## config.mk

```make
export PLATFORM = sky130hd
export DESIGN_NAME = alu_dec_n
export DESIGN_NICKNAME = d
export VERILOG_FILES = /design/src/rtl/alu_dec_n.sv
export SDC_FILE = /design/constraint.sdc
export NUM_CORES = 1
export LEC_CHECK = 0
export CAP_MARGIN = 10
export CORE_MARGIN = 8
export CORE_UTILIZATION = 38
export CTS_CLUSTER_DIAMETER = 100
export CTS_CLUSTER_SIZE = 25
export DETAILED_ROUTE_END_ITERATION = 6
export GPL_ROUTABILITY_DRIVEN = 0
export HOLD_SLACK_MARGIN = 0.02
export PLACE_DENSITY_LB_ADDON = 0.15
export SLEW_MARGIN = 0
export SYNTH_ARGS = -nofsm -noshare
export SYNTH_HDL_FRONTEND = slang
export SYNTH_SLANG_ARGS = --single-unit
```

## constraint.sdc

```tcl
create_clock -name clk_i -period 2.77 [get_ports clk_i]
set_input_delay 0.554 -clock clk_i [delete_from_list [all_inputs] [get_ports clk_i]]
set_output_delay 0.554 -clock clk_i [all_outputs]
set_load 0.01 [all_outputs]
```

## src/rtl/alu_dec_n.sv

```systemverilog
// RV32I integer-compute decoder feeding alu_n through a registered output stage.
// Define ALU_DEC_SKID_EN for a two-entry (main + skid) stage with a registered inst_ready_o.
module alu_dec_n #(
  parameter int n = 32
) (
  input  logic          clk_i,
  input  logic          rst_i,
  input  logic [31:0]   inst_i,
  input  logic          inst_valid_i,
  output logic          inst_ready_o,
  input  logic [n-1:0]  pc_i,
  output logic [4:0]    rs1_addr_o,
  output logic [4:0]    rs2_addr_o,
  input  logic [n-1:0]  rs1_data_i,
  input  logic [n-1:0]  rs2_data_i,
  output logic [n-1:0]  operand0_o,
  output logic [n-1:0]  operand1_o,
  output logic [3:0]    alu_op_o,
  output logic [4:0]    rd_addr_o,
  output logic          illegal_o,
  output logic          alu_valid_o,
  input  logic          alu_ready_i
);

  localparam logic [6:0] OPC_OP    = 7'b0110011;
  localparam logic [6:0] OPC_OPIMM = 7'b0010011;
  localparam logic [6:0] OPC_LUI   = 7'b0110111;
  localparam logic [6:0] OPC_AUIPC = 7'b0010111;
  localparam logic [6:0] F7_BASE   = 7'b0000000;
  localparam logic [6:0] F7_ALT    = 7'b0100000;
  localparam logic [3:0] OP_SRA    = 4'hd;

  typedef struct packed {
    logic [n-1:0] op0;
    logic [n-1:0] op1;
    logic [3:0]   op;
    logic [4:0]   rd;
    logic         ill;
  } entry_t;

  logic [6:0] opcode;
  logic [2:0] funct3;
  logic [6:0] funct7;
  logic       bad;
  entry_t     dec;
  entry_t     main_q, main_d;
  logic       main_valid_q, main_valid_d;
  logic       accept;
  logic       drain;

  assign opcode     = inst_i[6:0];
  assign funct3     = inst_i[14:12];
  assign funct7     = inst_i[31:25];
  assign rs1_addr_o = inst_i[19:15];
  assign rs2_addr_o = inst_i[24:20];

  // Decode; sub/sra land on {1,funct3} so the alt-funct7 ops need no table.
  always_comb begin
    bad     = 1'b0;
    dec     = '0;
    dec.rd  = inst_i[11:7];
    case (opcode)
      OPC_OP: begin
        dec.op0 = rs1_data_i;
        dec.op1 = rs2_data_i;
        if (funct7 == F7_BASE) begin
          dec.op = {1'b0, funct3};
        end else if ((funct7 == F7_ALT) && ((funct3 == 3'b000) || (funct3 == 3'b101))) begin
          dec.op = {1'b1, funct3};
        end else begin
          bad = 1'b1;
        end
      end
      OPC_OPIMM: begin
        dec.op0 = rs1_data_i;
        dec.op  = {1'b0, funct3};
        if ((funct3 == 3'b001) || (funct3 == 3'b101)) begin
          dec.op1 = {{(n-5){1'b0}}, inst_i[24:20]};
          if (funct7 == F7_BASE) begin
            bad = 1'b0;
          end else if ((funct3 == 3'b101) && (funct7 == F7_ALT)) begin
            dec.op = OP_SRA;
          end else begin
            bad = 1'b1;
          end
        end else begin
          dec.op1 = {{(n-12){inst_i[31]}}, inst_i[31:20]};
        end
      end
      OPC_LUI: begin
        dec.op1 = {inst_i[31:12], 12'h000};
      end
      OPC_AUIPC: begin
        dec.op0 = pc_i;
        dec.op1 = {inst_i[31:12], 12'h000};
      end
      default: begin
        bad = 1'b1;
      end
    endcase
    if (bad) begin
      dec     = '0;
      dec.ill = 1'b1;
    end else begin
      dec.ill = 1'b0;
    end
  end

  assign accept = inst_valid_i & inst_ready_o;
  assign drain  = main_valid_q & alu_ready_i;

`ifdef ALU_DEC_SKID_EN
  entry_t skid_q, skid_d;
  logic   skid_valid_q, skid_valid_d;
  logic   ready_q;

  assign inst_ready_o = ready_q;

  // Main refills from skid first so order is kept; skid only fills while main stalls.
  always_comb begin
    main_d       = main_q;
    main_valid_d = main_valid_q;
    skid_d       = skid_q;
    skid_valid_d = skid_valid_q;
    if (!main_valid_q || drain) begin
      if (skid_valid_q) begin
        main_d       = skid_q;
        main_valid_d = 1'b1;
        skid_valid_d = 1'b0;
      end else if (accept) begin
        main_d       = dec;
        main_valid_d = 1'b1;
      end else begin
        main_valid_d = 1'b0;
      end
    end else if (accept) begin
      skid_d       = dec;
      skid_valid_d = 1'b1;
    end else begin
      skid_valid_d = skid_valid_q;
    end
  end

  always_ff @(posedge clk_i) begin
    if (rst_i) begin
      main_q       <= '0;
      main_valid_q <= 1'b0;
      skid_q       <= '0;
      skid_valid_q <= 1'b0;
      ready_q      <= 1'b1;
    end else begin
      main_q       <= main_d;
      main_valid_q <= main_valid_d;
      skid_q       <= skid_d;
      skid_valid_q <= skid_valid_d;
      ready_q      <= ~skid_valid_d;
    end
  end
`else
  assign inst_ready_o = ~main_valid_q | alu_ready_i;

  // Single register: load on accept, empty on drain without refill.
  always_comb begin
    main_d       = main_q;
    main_valid_d = main_valid_q;
    if (accept) begin
      main_d       = dec;
      main_valid_d = 1'b1;
    end else if (drain) begin
      main_valid_d = 1'b0;
    end else begin
      main_valid_d = main_valid_q;
    end
  end

  always_ff @(posedge clk_i) begin
    if (rst_i) begin
      main_q       <= '0;
      main_valid_q <= 1'b0;
    end else begin
      main_q       <= main_d;
      main_valid_q <= main_valid_d;
    end
  end
`endif

  assign operand0_o  = main_q.op0;
  assign operand1_o  = main_q.op1;
  assign alu_op_o    = main_q.op;
  assign rd_addr_o   = main_q.rd;
  assign illegal_o   = main_q.ill;
  assign alu_valid_o = main_valid_q;

endmodule

```

==> results of run 1 <==
[area by class of cell]
type | count | area share [%]
inverters | 27 | 1.627
flip-flops and latches | 75 | 24.10
well taps | 133 | 2.671
clock inverters | 5 | 1.647
multi-input cells | 303 | 29.56
repair buffers | 245 | 38.34
clock buffers | 10 | 2.049
[power by group]
group | switching [mW] | leakage [nW] | internal (mW) | total [mW]
clock | 0.408 | 0.112 | 0.593 | 1.00
combinational | 0.186 | 1.65 | 0.258 | 0.444
sequential | 0.00247 | 0.605 | 1.08 | 1.08
total | 0.597 | 2.37 | 1.93 | 2.53
[final timing paths]
kind | start | to | slack, ns | cells past startpoint
worst min register to register | operand1_o[19] | operand1_o[19] | 0.46 | 2
worst max-delay path | inst_i[26] | operand1_o[1] | 0.10 | 6
worst max register to register | alu_valid_o | operand1_o[1] | 0.79 | 5
worst min-delay path | operand1_o[19] | operand1_o[19] | 0.46 | 2
[cells in the mapped netlist (all sizes together), types with 2 or more instances]
cell / instances
or4: 2
nor3: 23
nand2b: 3
and3: 7
a221o: 19
a21oi: 62
dfxtp: 75
clkbuf: 37
nand3: 12
a2bb2oi: 5
o31ai: 12
nor2: 8
nor2b: 34
nand2: 58
inv: 26
o21ai: 18
buf: 15
mux2i: 5
a31o: 21
[per-layer routing]
metal	track usage (%)	share of wire, %	routed length [um]
met1	22.03	39	5426
met2	35.87	50	6994
met3	6.698	7.7	1075
met4	9.672	2.7	380
met5	0	0	0
[sequential cells by signal, indices dropped and copies added, names as in the netlist]
signal and cells:
operand0_o 32, operand1_o 32, rd_addr_o 5, alu_op_o 4
alu_valid_o 1, illegal_o 1
[cells by family after synthesis]
logic type,count (synthesis),share of synthesized area (%)
multiplexers,5,1.360
AO/OA/AOI/OAI,144,27.23
flip-flops,75,40.79
buffers and inverters,79,9.347
AND/OR/NAND/NOR,153,21.04
XOR/XNOR,1,0.2380
[through the flow]
step / instance area (um2) / hold slack [ns]
2_1_floorplan: 3681 / 0.4805
3_3_place_gp: 5996 / 0.4353
3_5_place_dp: 5996 / 0.4441
4_1_cts: 6226 / 0.4579
5_1_grt: 6230 / 0.4709
6_report: 6230 / 0.4554
[tightest hold or removal path, delay by kind of cell (launching register included)]
| family | cells | cell delay (ns) |
|---|---|---|
| AOI/OAI and AO/OA | 1 | 0.05 |
| DFF | 1 | 0.31 |
| and+or+nand+nor | 1 | 0.05 |
[timing repair]
action                                  in CTS  in global routing
hold buffers                                 0                  0
gates resized for setup                      0                  1
endpoints found under the setup margin       0                  1
==> results.toml, run 1 <==
[die]
core_area_um2 = 9594
die_w_um = 114.4
num_rows = 36
start_util_pct = 38.37
fp.dieArea_um2 = 13090
io_pins = 218
die_h_um = 114.4

[place]
dp_hpwl_mm = 10.55
place_inst = 783
place_ws_ns = -0.2184
portBuffers = 217

[clock_tree]
worstSkewPairLatency_ns = 0.34
cts_tree = "built"
clock-root-buffer = "clkbuf_8"
cts.clk_slew.worst_paths_ns = 0.08
cts_setup_buffers = 0
ctsHtreeMaxLevel = 3
cts.path.max_buffers = 2
cts_buffers = 9
cts_sinks = 75

[route]
dr.pass1.iters = 4
routed_via_density = 5.104
drtIter0Drc = 191
drc = 0
vias = 4073
drt_wl_total_mm = 13.88
antenna_left = 0
wl_per_cell_um = 17.39

[setup_path]
worstPathCellList = "clkdlybuf4s50_1, nor4_4, a21boi_1, or4_2, or3_4, o21ai_0"
cpPeakStageDelay_ns = 0.71
cp.arrival_ns = 2.93
required_ns = 3.03
cp-start-kind = "input port"
slowest_stage = "or4_2"
cp_top_family = "simple AND/OR/NAND/NOR gates"
critPathMaxFanout = 15
path_class = "in2reg"
crit_buf_inv = 1
endpoint_kind = "flop"

[global_route]
grt_max_degree = 40
antenna_found_initial = 0
grt_use_total_pct = 20.58
grt_pass1_wl_mm = 21.46
grt_overflow = 0
grt_pass1_vias = 4176

[synth]
ys_warn_count = 0
yosys.cell_types.count = 38
ys.flop_type = "dfxtp_1"
synth_edf_count = 0
synth-seq-cells = 75
netlist_area_um2 = 3681
yosys.area.top_type = "dfxtp_1"
ys_async_sr_fraction_pct = 0
synth_area_leaders = "dfxtp_1 41%, a21oi_1 8.4%, nand2_1 5.9%, nor2b_1 5.8%, a221o_1 5.2%"
syn_area_per_cell_um2 = 8.055
syn_nets = 589
yosysSeqAreaShare_pct = 40.79
synthCells = 457
netlist.area_leader.share_pct = 40.79

[cells_and_area]
final_common_cell = "clkdlybuf4s50_1"
drive_gt1_share_pct = 12.18
stdcell_count = 798
seqCellArea_um2 = 1501
nNetsFinal = 793
final_util_pct = 64.93
layout_common_cells = "215 x clkdlybuf4s50_1, 75 x dfxtp_1, 62 x a21oi_1"
diodes = 0
final.fill_count = 838
multi_input_area_um2 = 1842
synthToLayoutAreaGrowth_pct = 69.24

[sta]
fin_crit_ns = 2.669
hold_violations = 0
fmaxAchievable_mhz = 374.7
worstMarginPinSlew_ns = 0.7724
finalWorstSetupSlack_ns = 0.1013
setup_viol = 0
tns_ns = 0
finalCritPeriodShare_pct = 96.34
finalMaxSlewViolations = 0
fin_skew_ns = 0.006073
slew_headroom_pct = 48.32
rsz0062_at_grt = "false"

[power]
ir_drop_uv = 226.5
power_density_nw_per_um2 = 406.0
leakagePower_nw = 2.366
p_total_mw = 2.529

[job]
max_cap_violations = 0

[status]
status = "finished clean"

[min_path]
hp-class = "reg2reg"
No activity file was read; power rests on OpenSTA's default activity.
==> run 2: changes to the inputs <==
CAP_MARGIN = unset   (was 10)
==> results of run 2 <==
Same layout as run 1: the final DEF is identical, and so are final timing and power.
